File: src/rtl/sync_fifo_pkg.sv
// Shared constants and elaboration helpers for the single-clock parametrised FIFO.
package sync_fifo_pkg;

  localparam int FWFT_OFF = 0;
  localparam int FWFT_ON  = 1;

  typedef struct packed {
    logic full;
    logic empty;
    logic almost_full;
    logic almost_empty;
  } fifo_flags_t;

  function automatic int DEPTH(input int addr_width);
    return 1 << addr_width;
  endfunction

  // af must be reachable (1..DEPTH), ae must leave room to be non-almost-empty (0..DEPTH-1)
  function automatic bit thresh_ok(input int addr_width, input int af, input int ae);
    return (af >= 1) && (af <= DEPTH(addr_width)) &&
           (ae >= 0) && (ae <= DEPTH(addr_width) - 1);
  endfunction

endpackage

File: src/rtl/sync_fifo_mem.sv
// DEPTH x DATA_WIDTH register array: clocked write port, combinational read port.
module sync_fifo_mem #(
  parameter int DATA_WIDTH = 8,
  parameter int ADDR_WIDTH = 4
) (
  input  logic                  clk,
  input  logic                  we,
  input  logic [ADDR_WIDTH-1:0] waddr,
  input  logic [DATA_WIDTH-1:0] wdata,
  input  logic [ADDR_WIDTH-1:0] raddr,
  output logic [DATA_WIDTH-1:0] rdata
);
  import sync_fifo_pkg::*;

  logic [DEPTH(ADDR_WIDTH)-1:0][DATA_WIDTH-1:0] mem;

  // no reset: contents survive RST, only the pointers are cleared
  always_ff @(posedge clk) begin
    if (we) mem[waddr] <= wdata;
  end

  assign rdata = mem[raddr];

endmodule

File: src/rtl/sync_fifo_param.sv
// Single-clock FIFO with occupancy count, programmable almost flags, sticky
// overflow/underflow and selectable first-word-fall-through read.
module sync_fifo_param
  import sync_fifo_pkg::*;
#(
  parameter int DATA_WIDTH = 8,
  parameter int ADDR_WIDTH = 4,
  parameter int AF_THRESH  = 12,
  parameter int AE_THRESH  = 2,
  parameter int FWFT       = 0
) (
  input  logic                  CLK,
  input  logic                  RST,
  input  logic                  write,
  input  logic [DATA_WIDTH-1:0] wdata,
  input  logic                  read,
  output logic [DATA_WIDTH-1:0] rdata,
  output logic                  full,
  output logic                  empty,
  output logic                  almost_full,
  output logic                  almost_empty,
  output logic [ADDR_WIDTH:0]   count,
  output logic                  overflow,
  output logic                  underflow
);

  localparam logic [ADDR_WIDTH:0] DEPTH_C = (ADDR_WIDTH+1)'(DEPTH(ADDR_WIDTH));
  localparam logic [ADDR_WIDTH:0] AF_C    = (ADDR_WIDTH+1)'(AF_THRESH);
  localparam logic [ADDR_WIDTH:0] AE_C    = (ADDR_WIDTH+1)'(AE_THRESH);

  if (!thresh_ok(ADDR_WIDTH, AF_THRESH, AE_THRESH)) begin : g_bad_thresh
    $error("sync_fifo_param: AF_THRESH/AE_THRESH out of range");
  end

  logic [ADDR_WIDTH:0]   wptr, rptr;
  logic [DATA_WIDTH-1:0] mem_rdata;
  logic                  wr_en, rd_en;
  fifo_flags_t           flags;

  // flags come straight off the registered count, so they lag the causing edge by one cycle
  assign flags = '{full:         (count == DEPTH_C),
                   empty:        (count == '0),
                   almost_full:  (count >= AF_C),
                   almost_empty: (count <= AE_C)};

  assign full         = flags.full;
  assign empty        = flags.empty;
  assign almost_full  = flags.almost_full;
  assign almost_empty = flags.almost_empty;

  assign wr_en = write & ~full;
  assign rd_en = read  & ~empty;

  always_ff @(posedge CLK) begin
    if (RST) begin
      wptr      <= '0;
      rptr      <= '0;
      count     <= '0;
      overflow  <= 1'b0;
      underflow <= 1'b0;
    end else begin
      if (wr_en) wptr <= wptr + 1'b1;
      if (rd_en) rptr <= rptr + 1'b1;
      case ({wr_en, rd_en})
        2'b10:   count <= count + 1'b1;
        2'b01:   count <= count - 1'b1;
        default: count <= count;
      endcase
      if (write & full)  overflow  <= 1'b1;
      if (read  & empty) underflow <= 1'b1;
    end
  end

  sync_fifo_mem #(
    .DATA_WIDTH (DATA_WIDTH),
    .ADDR_WIDTH (ADDR_WIDTH)
  ) u_mem (
    .clk   (CLK),
    .we    (wr_en),
    .waddr (wptr[ADDR_WIDTH-1:0]),
    .wdata (wdata),
    .raddr (rptr[ADDR_WIDTH-1:0]),
    .rdata (mem_rdata)
  );

  if (FWFT == FWFT_ON) begin : g_fwft
    // head entry always presented; meaningless while empty
    assign rdata = mem_rdata;
  end else begin : g_std
    logic [DATA_WIDTH-1:0] rdata_q;
    always_ff @(posedge CLK) begin
      if (RST)        rdata_q <= '0;
      else if (rd_en) rdata_q <= mem_rdata;
    end
    assign rdata = rdata_q;
  end

endmodule

File: config.mk
export PLATFORM = sky130hd
export DESIGN_NAME = sync_fifo_param
export DESIGN_NICKNAME = d
export VERILOG_FILES = /design/src/rtl/sync_fifo_pkg.sv /design/src/rtl/sync_fifo_mem.sv /design/src/rtl/sync_fifo_param.sv
export SDC_FILE = /design/constraint.sdc
export NUM_CORES = 1
export LEC_CHECK = 0
export ABC_AREA = 0
export BUFFER_PORTS_ARGS = -buffer_cell sky130_fd_sc_hd__buf_2
export CORE_MARGIN = 4
export CORE_UTILIZATION = 55
export CTS_CLUSTER_DIAMETER = 150
export DETAILED_ROUTE_END_ITERATION = 8
export GPL_TIMING_DRIVEN = 1
export PLACE_DENSITY = 0.73
export SYNTH_ARGS = -nofsm -noshare
export SYNTH_HDL_FRONTEND = slang
export SYNTH_SLANG_ARGS = --single-unit
File: constraint.sdc
create_clock -name CLK -period 3.53 [get_ports CLK]
set_input_delay 0.353 -clock CLK [delete_from_list [all_inputs] [get_ports CLK]]
set_output_delay 0.353 -clock CLK [all_outputs]
set_load 0.03 [all_outputs]
==> results.json <==
{
  "powerDensity_nw_per_um2": 736,
  "cts_tree": "done",
  "nets": 431,
  "place_inst": 531,
  "hpwl_um": 7220,
  "postCtsSetupRepairBufs": 0,
  "die_y_um": 114,
  "ant_nets": 0,
  "io_pins": 31,
  "avgRoutedWirePerCell_um": 20.4,
  "finClkSkew_ps": 16.4,
  "p_leak_nw": 2.29,
  "cts-root-buf": "clkbuf_8",
  "synth_cell_types": 42,
  "antenna_cells": 0,
  "critPathLaunchType": "flop",
  "slew_violations": 0,
  "synth.area.top_cells": "edfxtp_1, dfxtp_1, mux2i_1",
  "rsz0062_at_grt": "false",
  "setup_viol_count_final": 0,
  "port_buffers": 30,
  "ir_drop_mv": 0.598,
  "place_congestion": 0.824,
  "netlist_area_um2": 6140,
  "num-fill-cells": 758,
  "hp-class": "in2reg",
  "max-clock-path-buffers": 2,
  "die_w_um": 114,
  "status": "completed",
  "cp_data_required_time_ps": 3940,
  "yosysTopAreaCell": "edfxtp_1",
  "cts_resized": 0,
  "syn-num-nets": 398,
  "path_max_fanout": 9,
  "cts_buffers": 17,
  "area_growth_pct": 12.9,
  "viasPerCell": 5.76,
  "track_usage": 0.194,
  "clock_latency_ps": 530,
  "overflow": 0,
  "crit_type": "reg2reg",
  "grt_max_degree": 51,
  "relSlewSlack": 0.433,
  "syn_area_per_cell_um2": 16.3,
  "drt-pass1-iter-count": 5,
  "initial_utilization": 0.564,
  "drt-total-wl_um": 11500,
  "drc": 0,
  "dieArea_um2": 12900,
  "tightest_slew_ps": 848,
  "grt_pass1_wl_um": 18100,
  "max_cap_violations": 0,
  "path_clk_slew_ps": 60,
  "antenna_found_initial": 0,
  "seq_area_frac_synth": 0.701,
  "drtIter0Drc": 290,
  "min_period_ps": 2870,
  "cp.arrival_ps": 3280,
  "max_freq_ghz": 0.348,
  "finalHoldViolCount": 0,
  "total_power_mw": 5.10,
  "whs_ps": 85.2,
  "synthCells": 377,
  "drive_above_1_share": 0.204,
  "routed-via-count": 3235,
  "period_share": 0.814,
  "synth_top_area_frac": 0.626,
  "grt_pass1_vias": 3150,
  "fin_tns_setup_ps": 0,
  "critPathCaptureType": "flop",
  "rows": 38,
  "cts_sinks": 151,
  "cts_hold_buf": 0,
  "final_cells": 562,
  "core-area_um2": 10900,
  "ys_ff_latch": 151,
  "ys_warn_count": 0,
  "htree_levels": 4
}
[layout by cell type (no fill, tap or decap), types with 2 or more instances in the layout]
cell / count
nor2_1: 46
inv_1: 4
clkinv_2: 3
bufinv_16: 4
a21boi_2: 2
dfxtp_1: 22
nand4_1: 2
and2_1: 2
a21oi_1: 6
o21ai_0: 3
nand2b_1: 3
buf_4: 6
mux2i_1: 34
ha_1: 9
clkbuf_16: 16
clkinvlp_4: 2
nor3_1: 7
edfxtp_1: 128
xor2_1: 6
clkbuf_1: 4
o22ai_1: 17
a311oi_1: 8
a22oi_1: 9
mux4_2: 15
xnor2_1: 3
nand2_1: 11
buf_2: 30
[flip-flops by register name (all words and copies together), names as in the netlist]
| register | flops |
|---|---|
| count | 5 |
| overflow | 1 |
| rdata | 8 |
| rptr | 4 |
| u_mem.mem | 128 |
| underflow | 1 |
| wptr | 4 |
[routing by layer]
metal / vias to the layer above / track usage / wire length [um]
li1: 1531 / - / -
met1: 1600 / 0.285 / 5270
met2: 94 / 0.279 / 5400
met3: 10 / 0.0472 / 688
met4: 0 / 0.0825 / 116
met5: - / 0 / 0
[cell usage after synthesis]
cell type        count
a2111oi_0            1
a211o_1              1
a21boi_2             2
a21o_1               1
a21oi_1              6
a221oi_1             1
a22oi_1              9
a311oi_1             8
and2_1               2
and2b_1              1
buf_2                5
buf_4                6
buf_6                5
clkbuf_1             3
clkbuf_8             2
clkdlybuf4s25_2      2
dfxtp_1             23
edfxtp_1           128
ha_1                 9
inv_1                4
inv_2                1
mux2_1               1
mux2i_1             34
mux4_1               1
mux4_2              15
nand2_1             11
nand2b_1             3
nand3_2              1
nand3b_2             1
nand4_1              2
nor2_1              46
nor2b_1              1
nor3_1               7
nor3b_1              1
nor4_1               1
nor4_4               1
o21ai_0              3
o22ai_1             17
or3_1                1
or3_4                1
xnor2_1              3
xor2_1               6
[worst paths after layout]
check / cells after the start / startpoint / slack, ps / endpoint
max: 10 / count[1] / 660 / count[4]
min: 3 / read / 90 / underflow
max reg2reg: 10 / count[1] / 660 / count[4]
min reg2reg: 2 / underflow / 470 / underflow
[worst max-delay path, stage by stage (launching register included)]
cell and delay [ps]:
dfxtp_1 550, nor4_4 120, a21boi_2 400, inv_1 120
ha_1 310, xor2_1 190, ha_1 220, a21oi_1 220
a221oi_1 120, a21oi_1 180, mux2_1 320
[report_power, final]
part           leakage, nW  total, mW  switching (mW)  internal (mW)
Sequential            1.34       2.15          0.0947           2.06
Clock                0.279       1.78           0.644           1.14
Combinational        0.662       1.17           0.724          0.444
[layout make-up]
cell class / instances / area (um^2) / area share
Inverter: 5 / 18.8 / 0.00271
Timing Repair Buffer: 37 / 215 / 0.0311
Clock inverter: 10 / 154 / 0.0222
Tap cell: 140 / 175 / 0.0253
Sequential cell: 151 / 4310 / 0.621
Clock buffer: 21 / 429 / 0.0619
Multi-Input combinational cell: 198 / 1630 / 0.236
[cell families (layout without fill, tap and decap cells)]
group / count (synthesis) / count (layout) / share of synthesized area
flip-flops: 151 / 151 / 0.701
AND/OR/NAND/NOR: 80 / 80 / 0.0619
multiplexers: 51 / 51 / 0.117
AO/OA/AOI/OAI: 49 / 49 / 0.0562
buffers and inverters: 28 / 73 / 0.0332
adder cells (fa/ha/maj): 9 / 9 / 0.0183
XOR/XNOR: 9 / 9 / 0.0128
[stage by stage]
stage               utilization  setup slack [ps]  area (um^2)
floorplan                     -               822         6140
global placement          0.583               847         6350
detailed placement        0.583               732         6350
CTS                       0.637               699         6930
global route              0.637               511         6930
finish                    0.637               656         6930
Note: power is estimated with default switching activity, not from simulation.
